===== src/rtl/reg_dest_sequencer_pkg.sv =====
// Shared CPU package for the write-back destination sequencer.
// Holds the FSM state encoding, the wb_kind request codes, the destination-mux
// (ent_end) and write-data (mem_to_reg) select codes, the fixed register
// numbers for $ra and $sp, and small helpers that map a request kind onto
// those selects.
package reg_dest_sequencer_pkg;

    typedef enum logic [1:0] {
        ST_IDLE     = 2'd0,
        ST_MEM_WAIT = 2'd1,
        ST_WRITE    = 2'd2,
        ST_SP_WRITE = 2'd3
    } state_t;

    typedef enum logic [1:0] {
        KIND_RTYPE = 2'b00,
        KIND_ITYPE = 2'b01,
        KIND_LOAD  = 2'b10,
        KIND_JAL   = 2'b11
    } wb_kind_t;

    localparam logic [1:0] ENT_RT  = 2'b00;
    localparam logic [1:0] ENT_RD  = 2'b01;
    localparam logic [1:0] ENT_RA  = 2'b10;
    localparam logic [1:0] ENT_SP  = 2'b11;

    localparam logic [1:0] MTR_ALU = 2'b00;
    localparam logic [1:0] MTR_MEM = 2'b01;
    localparam logic [1:0] MTR_PC4 = 2'b10;
    localparam logic [1:0] MTR_SP  = 2'b11;

    localparam logic [4:0] REG_RA  = 5'd31;
    localparam logic [4:0] REG_SP  = 5'd29;

    function automatic logic [1:0] kind_ent_end(input logic [1:0] kind);
        case (kind)
            KIND_RTYPE: return ENT_RD;
            KIND_JAL:   return ENT_RA;
            default:    return ENT_RT;
        endcase
    endfunction

    function automatic logic [1:0] kind_mem_to_reg(input logic [1:0] kind);
        case (kind)
            KIND_LOAD: return MTR_MEM;
            KIND_JAL:  return MTR_PC4;
            default:   return MTR_ALU;
        endcase
    endfunction

    // Register number the destination mux will select; exported for hazard logic.
    function automatic logic [4:0] kind_dest(input logic [1:0] kind,
                                             input logic [4:0] rt,
                                             input logic [4:0] rd);
        case (kind)
            KIND_RTYPE: return rd;
            KIND_JAL:   return REG_RA;
            default:    return rt;
        endcase
    endfunction

endpackage


===== src/rtl/reg_dest_sequencer_wait_counter.sv =====
// Memory-latency down-counter.
// Ports: clk, reset (async, active-high), load/load_val preset the count,
// dec decrements it (saturating at zero), zero flags terminal count.
module wait_counter #(
    parameter int WIDTH = 4
) (
    input  logic             clk,
    input  logic             reset,
    input  logic             load,
    input  logic [WIDTH-1:0] load_val,
    input  logic             dec,
    output logic             zero
);

    logic [WIDTH-1:0] cnt;

    always_ff @(posedge clk or posedge reset) begin
        if (reset) begin
            cnt <= '0;
        end else if (load) begin
            cnt <= load_val;
        end else if (dec && (cnt != '0)) begin
            cnt <= cnt - 1'b1;
        end
    end

    assign zero = (cnt == '0);

endmodule


===== src/rtl/reg_dest_sequencer.sv =====
// Write-back destination sequencer.
// Turns one-cycle write-back requests from the control unit into a single
// register-bank write with the right destination-mux and write-data selects,
// inserting the memory wait for loads and slotting stack-pointer updates in
// right after the current write.
// Ports:
//   clk, reset          clock, asynchronous active-high reset
//   wb_req, wb_kind     write-back request and its kind (sampled in IDLE only)
//   sp_req              stack-pointer update request (sampled every cycle)
//   rt, rd              instruction register fields captured with wb_req
//   ent_end, mem_to_reg destination-mux and write-data selects
//   reg_write           register-bank write enable
//   dest_reg            resolved destination register number
//   wb_busy, wb_done    busy level and post-write completion pulse
//
// state       | meaning
// ------------+------------------------------------------------------
// ST_IDLE     | waiting for wb_req or sp_req
// ST_MEM_WAIT | load issued, counting down memory latency
// ST_WRITE    | reg_write for the captured wb request
// ST_SP_WRITE | reg_write of the stack pointer into $29
module reg_dest_sequencer
    import reg_dest_sequencer_pkg::*;
#(
    parameter int MEM_WAIT = 2
) (
    input  logic       clk,
    input  logic       reset,
    input  logic       wb_req,
    input  logic [1:0] wb_kind,
    input  logic       sp_req,
    input  logic [4:0] rt,
    input  logic [4:0] rd,
    output logic [1:0] ent_end,
    output logic [1:0] mem_to_reg,
    output logic       reg_write,
    output logic [4:0] dest_reg,
    output logic       wb_busy,
    output logic       wb_done
);

    // The MEM_WAIT state lasts MEM_WAIT cycles: the cycle that reaches zero is
    // the last one before WRITE.
    localparam logic [3:0] WAIT_LOAD = 4'(MEM_WAIT - 1);

    state_t     state, next_state;
    logic [1:0] kind_q, kind_d;
    logic [4:0] rt_q, rt_d, rd_q, rd_d;
    logic       sp_pending, sp_pending_d, sp_eff;
    logic       cnt_load, cnt_dec, cnt_zero;

    logic [1:0] ent_end_d, mem_to_reg_d;
    logic [4:0] dest_reg_d;
    logic       reg_write_d, wb_busy_d, wb_done_d;

    wait_counter #(.WIDTH(4)) u_wait_counter (
        .clk      (clk),
        .reset    (reset),
        .load     (cnt_load),
        .load_val (WAIT_LOAD),
        .dec      (cnt_dec),
        .zero     (cnt_zero)
    );

    // An sp_req arriving this cycle counts as pending so it is never lost,
    // even when it coincides with the decision to leave a write state.
    assign sp_eff = sp_pending | sp_req;

    always_ff @(posedge clk or posedge reset) begin
        if (reset) begin
            state      <= ST_IDLE;
            kind_q     <= '0;
            rt_q       <= '0;
            rd_q       <= '0;
            sp_pending <= 1'b0;
            ent_end    <= '0;
            mem_to_reg <= '0;
            dest_reg   <= '0;
            reg_write  <= 1'b0;
            wb_busy    <= 1'b0;
            wb_done    <= 1'b0;
        end else begin
            state      <= next_state;
            kind_q     <= kind_d;
            rt_q       <= rt_d;
            rd_q       <= rd_d;
            sp_pending <= sp_pending_d;
            ent_end    <= ent_end_d;
            mem_to_reg <= mem_to_reg_d;
            dest_reg   <= dest_reg_d;
            reg_write  <= reg_write_d;
            wb_busy    <= wb_busy_d;
            wb_done    <= wb_done_d;
        end
    end

    always_comb begin
        next_state = state;
        cnt_load   = 1'b0;
        cnt_dec    = 1'b0;
        case (state)
            ST_IDLE: begin
                if (wb_req) begin
                    if (wb_kind == KIND_LOAD) begin
                        next_state = ST_MEM_WAIT;
                        cnt_load   = 1'b1;
                    end else begin
                        next_state = ST_WRITE;
                    end
                end else if (sp_eff) begin
                    next_state = ST_SP_WRITE;
                end
            end
            ST_MEM_WAIT: begin
                if (cnt_zero) next_state = ST_WRITE;
                else          cnt_dec    = 1'b1;
            end
            ST_WRITE, ST_SP_WRITE: begin
                next_state = sp_eff ? ST_SP_WRITE : ST_IDLE;
            end
            default: next_state = ST_IDLE;
        endcase
    end

    // Request fields are taken straight from the inputs on the capture cycle so
    // a non-load request can be written on the very next cycle.
    always_comb begin
        kind_d = kind_q;
        rt_d   = rt_q;
        rd_d   = rd_q;
        if ((state == ST_IDLE) && wb_req) begin
            kind_d = wb_kind;
            rt_d   = rt;
            rd_d   = rd;
        end
        sp_pending_d = (next_state == ST_SP_WRITE) ? 1'b0 : sp_eff;
    end

    // Outputs are computed for the state being entered and registered, so they
    // line up with the state and stay glitch-free. Selects hold between writes.
    always_comb begin
        reg_write_d  = 1'b0;
        ent_end_d    = ent_end;
        mem_to_reg_d = mem_to_reg;
        dest_reg_d   = dest_reg;
        wb_busy_d    = (next_state != ST_IDLE);
        wb_done_d    = (state == ST_WRITE);
        case (next_state)
            ST_WRITE: begin
                reg_write_d  = 1'b1;
                ent_end_d    = kind_ent_end(kind_d);
                mem_to_reg_d = kind_mem_to_reg(kind_d);
                dest_reg_d   = kind_dest(kind_d, rt_d, rd_d);
            end
            ST_SP_WRITE: begin
                reg_write_d  = 1'b1;
                ent_end_d    = ENT_SP;
                mem_to_reg_d = MTR_SP;
                dest_reg_d   = REG_SP;
            end
            default: ;
        endcase
    end

endmodule


===== config.mk =====
export PLATFORM = sky130hd
export DESIGN_NAME = reg_dest_sequencer
export DESIGN_NICKNAME = d
export VERILOG_FILES = /design/src/rtl/reg_dest_sequencer_pkg.sv /design/src/rtl/reg_dest_sequencer_wait_counter.sv /design/src/rtl/reg_dest_sequencer.sv
export SDC_FILE = /design/constraint.sdc
export NUM_CORES = 1
export LEC_CHECK = 0
export CORE_UTILIZATION = 45
export CTS_CLUSTER_SIZE = 16
export DETAILED_ROUTE_END_ITERATION = 8
export MAX_ROUTING_LAYER = met4
export PLACE_DENSITY = 0.81
export SLEW_MARGIN = 20
export SYNTH_ARGS = -nofsm -noshare
export SYNTH_HDL_FRONTEND = slang
export SYNTH_SLANG_ARGS = --single-unit

===== constraint.sdc =====
create_clock -name clk -period 2.7 [get_ports clk]
set_input_delay 0.405 -clock clk [delete_from_list [all_inputs] [get_ports clk]]
set_output_delay 0.405 -clock clk [all_outputs]
set_load 0.05 [all_outputs]

# Word-level counts from Yosys, hierarchy flattened
# Index checks and enable logic that the tools add are counted.
[totals]
register_bits = 31
latch_bits = 0
ramBits = 0
mem_bits_ro = 0
in_bits = 16
output_inout_bits = 12
mem_count = 0
[classes]
add_sub_neg = 1
multipliers = 0
div = 0
order_cmp = 0
n_eq_ne = 8
n_shift = 0
mux = 24
bitwise_logic = 1
reduce_logical = 11
[op_table]
columns = ["cell", "n"]
rows = [
  ["$pmux W5 S2", 2],
  ["$pmux W2 S2", 4],
  ["$eq A2 B2 Y1 const B", 7],
  ["$mux W2", 6],
  ["$mux W5", 2],
  ["$mux W4", 2],
  ["$mux W1", 7],
  ["$pmux W2 S3", 1],
  ["$reduce_bool A2 Y1", 3],
  ["$logic_not A2 Y1", 2],
  ["$logic_not A4 Y1", 1],
  ["$reduce_bool A4 Y1", 1],
  ["$reduce_or A2 Y1", 2],
  ["$sub A4 B1 Y4 const B", 1],
  ["$eq A2 B1 Y1 const B", 1],
  ["$logic_and A1 B1 Y1", 2],
  ["$or A1 B1 Y1", 1],
]

# Longest topological paths before layout
[logic_depth]
word_depth = 7
mapped_depth = 8
depth_no_buf = 7

# Hierarchy
# From an unflattened synthesis, not the netlist that was laid out.
[unflattened]
hier_cells = 130
area_unflattened_um2 = 1457.6
[by_module_without_submodules]
columns = ["module", "instances", "cells_per_inst", "area_per_inst_um2"]
rows = [
  ["reg_dest_sequencer", 1, 102, 1196.1],
  ["wait_counter", 1, 28, 261.5],
]

# Worst setup path after synthesis
# No wires, ideal clock.
[synth_path]
kind = "register -> register"
start = "register state[0]"
end = "register dest_reg[3]"
setup_time_ps = 133
arrival_ps = 2163
required_ps = 2567
setup_slack_ps = 404
path_stages_with_launch = 8
synth_period_minus_slack_ps = 2296
cell_sequence = "dfrtp_1 -> nor3b_4 -> buf_6 -> mux2_2 -> ha_1 -> or3_1 -> a211oi_1 -> a211oi_1"
[synth_between]
elab_chain_len = 6
[synth_rtl]
columns = ["item", "line", "source"]
rows = [
  ["start: declaration", "reg_dest_sequencer.sv:46", "state_t state, next_state;"],
  ["start signal: assignment", "reg_dest_sequencer.sv:83", "state <= next_state;"],
  ["$logic_not A2 Y1 (*)", "reg_dest_sequencer.sv:131", "if ((state == ST_IDLE) && wb_req) begin"],
  ["$logic_and A1 B1 Y1 (*)", "reg_dest_sequencer.sv:131", ""],
  ["$mux W2 (*)", "reg_dest_sequencer.sv:131", ""],
  ["via kind_d[0]", "reg_dest_sequencer.sv:47", "logic [1:0] kind_q, kind_d;"],
  ["$eq A2 B2 Y1 or $logic_not A2 Y1 (tied branches)", "reg_dest_sequencer_pkg.sv:55", "case (kind)"],
  ["$pmux W5 S2 (*)", "reg_dest_sequencer_pkg.sv:55", ""],
  ["$pmux W5 S2 (*)", "reg_dest_sequencer.sv:148", "case (next_state)"],
  ["end signal: assignment", "reg_dest_sequencer.sv:90", "dest_reg <= dest_reg_d;"],
  ["end: declaration", "reg_dest_sequencer.sv:37", "output logic [4:0] dest_reg,"],
]
# The timed path passes the listed nets; every way through them passes the cells marked *.
# A chain may end at the register's enable or synchronous reset.

# Worst setup path in the final report
[layout_path]
start = "input wb_req"
end = "register dest_reg[3]"
[layout_between]
elab_chain_len = 5
[layout_rtl]
columns = ["item", "line", "source"]
rows = [
  ["start: declaration", "reg_dest_sequencer.sv:29", "input logic wb_req,"],
  ["$logic_and A1 B1 Y1 (*)", "reg_dest_sequencer.sv:131", ""],
  ["$mux W2 (*)", "reg_dest_sequencer.sv:131", ""],
  ["via kind_d[0]", "reg_dest_sequencer.sv:47", ""],
  ["$eq A2 B2 Y1 or $logic_not A2 Y1 (tied branches)", "reg_dest_sequencer_pkg.sv:55", ""],
  ["$pmux W5 S2 (*)", "reg_dest_sequencer_pkg.sv:55", ""],
  ["$pmux W5 S2 (*)", "reg_dest_sequencer.sv:148", ""],
]
# Marks and branches as above.

==> impl_results.md <==
* FF-to-FF setup slack at 0.53 ns
* Headroom to the max-slew limit at 0.661
* CP endpoint kind: flip-flop
* Post-CTS sizing at 0
* Initial antenna violation count at 0
* Crit share post-route at 0.855
* Overall power at 0.00210 W
* Final max-slew violation count at 0
* Final hold vios at 0
* Startpoint types: input port
* Routed metal-1 wirelength at 1220 um
* Total wire length at 2680 um
* Yosys cell types at 32
* Endpoints failing setup at 0
* Post-layout util at 0.618
* Core area at 0.00285 sq mm
* WL met2 at 1300 um
* CP max FO at 4
* Clk_lat worst skew at 0.32 ns
* DRC at 1
* Detail-routed via count per cell at 5.32
* Hold Buf Count CTS at 0
* Vias post-DR at 958
* Achievable frequency at 433 MHz
* RePlAce Congestion at 0.769
* Total congestion overflow at 0
* Violated checks: design-rule violations
* Share of layout cells above drive strength 1 at 0.181
* Met3 WL at 126 um
* Worst reg2reg path depth at 6
* Pin count of the biggest net entering global routing at 31
* Row count at 19
* Pleak at 0.775 nW
* Drt first pass iters at 6
* CTS Root Cell: clkbuf_4
* Pwr Density at 1190 mW/mm^2
* Area Overhead vs Synth at 26.4%
* Min cycle time layout at 2.31 ns
* I/O pin count at 28
* Setup TNS at 0 ns
* Post-synth EDFFs at 0
* Highest routed layer: met4
* Critical R2R Launch: state[0]
* Max Root-Sink Buffers at 2
* DIE HEIGHT at 57.7 um
* WL per Instance at 14.9 um
* RSZ-0062 raised after global routing: false
* Post-CTS setup buffer count at 0
* DRT antenna net count at 0
* Port bufs at 27
* Clock Sink Count at 30
* Max-Cap Viols at 0
* Status: complete, but fails checks
* CTS clk-pin slew, worst paths at 0.08 ns
* Vias in the first global route at 1023
* Htree depth at 2
* Die area at 0.00332 sq mm
* Post-synth ARST share at 1.00
* DRT iter0 DRCs at 34
* Yosys warnings at 0
* Worst setup startpoint: wb_req
* Hold WC Path Type: in2async
* Req. time, crit path at 2.90 ns
* Antenna Cells at 0
* Post-Syn Area at 0.00139 sq mm
* Initial core utilization at 0.489
* CTS tree: done
* #FFs+latches synth at 30
* Top_reg_cell synth: dfrtp_1
* Global-route wire length before repair at 4730 um
* Synth Area per Inst at 12.3 sq um
* Filler cells at 233
* Sequential-to-total area share from yosys stat at 0.539
* Nets at 170
* Least-Margin Pin Slew at 0.507 ns
* Worst VDD drop at 0.651 mV
* CTS buffer count at 5
* Mapped Nets at 134
* Synth Instances at 113
* All-Layer GR Usage at 0.198
* Skew final at 0.00566 ns
* FF-to-FF End: dest_reg[3]
* DPL Wire Length at 1960 um
* WP data arrival at 2.51 ns
* Die width at 57.7 um
* Crit Path Class: in2reg
[synth_stat cells, drive strengths merged (2+ instances only)]
master	instances	share of area
dfrtp	30	0.54
inv	13	0.035
mux2	11	0.089
a211oi	10	0.054
ha	5	0.045
nor2	5	0.013
buf	4	0.022
nand3	4	0.014
nor4b	4	0.025
nand2	3	0.0081
nor2b	3	0.013
o22a	3	0.019
xor2	2	0.013
[where the power goes]
part	switching [W]	leakage, nW	total [W]	internal [W]
clock	0.000141	0.0254	0.000239	0.0000980
sequential	0.000101	0.339	0.000753	0.000652
combinational	0.000631	0.410	0.00111	0.000480
[worst max-delay path, cell delays in order]
cell	delay, ns
clkdlybuf4s50_1	0.51
nor3b_4	0.26
mux2_2	0.39
ha_1	0.30
or3_1	0.37
a211oi_1	0.20
a211oi_1	0.08
[routing by layer]
layer,up-vias,track usage
met5,-,-
met4,0,0.0714
met3,5,0.0513
met2,22,0.306
met1,467,0.253
li1,464,-
[cell families after synthesis]
group | share of synthesized area
DFF | 0.539
and+or+nand+nor | 0.131
AOI/OAI and AO/OA | 0.113
buffers and inverters | 0.0574
muxes | 0.0961
adders and majority gates | 0.0449
xor gates and xnor gates | 0.0189
[stage by stage]
stage	cells	setup WS, ns	hold slack [ns]	cell area [sq um]
2_1_floorplan	113	0.404	0.447	1390
3_3_place_gp	173	0.0910	0.466	1720
3_5_place_dp	173	0.0696	0.491	1720
4_1_cts	180	0.391	0.464	1760
5_1_grt	180	0.274	0.483	1760
6_report	180	0.393	0.459	1760
[final cells by class]
class	count	area [sq um]	share of cell area
sequential	30	751	0.426
multi-input combinational	66	563	0.320
timing repair buffer	33	315	0.179
inverter	13	48.8	0.0277
clock buffer	7	45.0	0.0256
tap	31	38.8	0.0220
[how the worst max path moves through the flow]
stage | slack, ns | cells after the start | end
after global routing | 0.27 | 7 | dest_reg[3]
after global placement | 0.09 | 7 | dest_reg[2]
after detailed placement | 0.07 | 7 | dest_reg[3]
final | 0.39 | 7 | dest_reg[3]
after floorplan | 0.40 | 7 | dest_reg[3]
after CTS | 0.39 | 7 | dest_reg[4]
[placed cells by master (no fill, tap or decap), drive strengths merged, types with 4 or more instances in the layout]
| master | Yosys | layout |
|---|---|---|
| clkbuf | 0 | 7 |
| nor4b | 4 | 4 |
| inv | 13 | 13 |
| mux2 | 11 | 11 |
| nand3 | 4 | 4 |
| buf | 4 | 6 |
| dfrtp | 30 | 30 |
| clkdlybuf4s50 | 0 | 27 |
| ha | 5 | 5 |
| nor2 | 5 | 5 |
| a211oi | 10 | 10 |
Power figures use the tool's default switching activity.
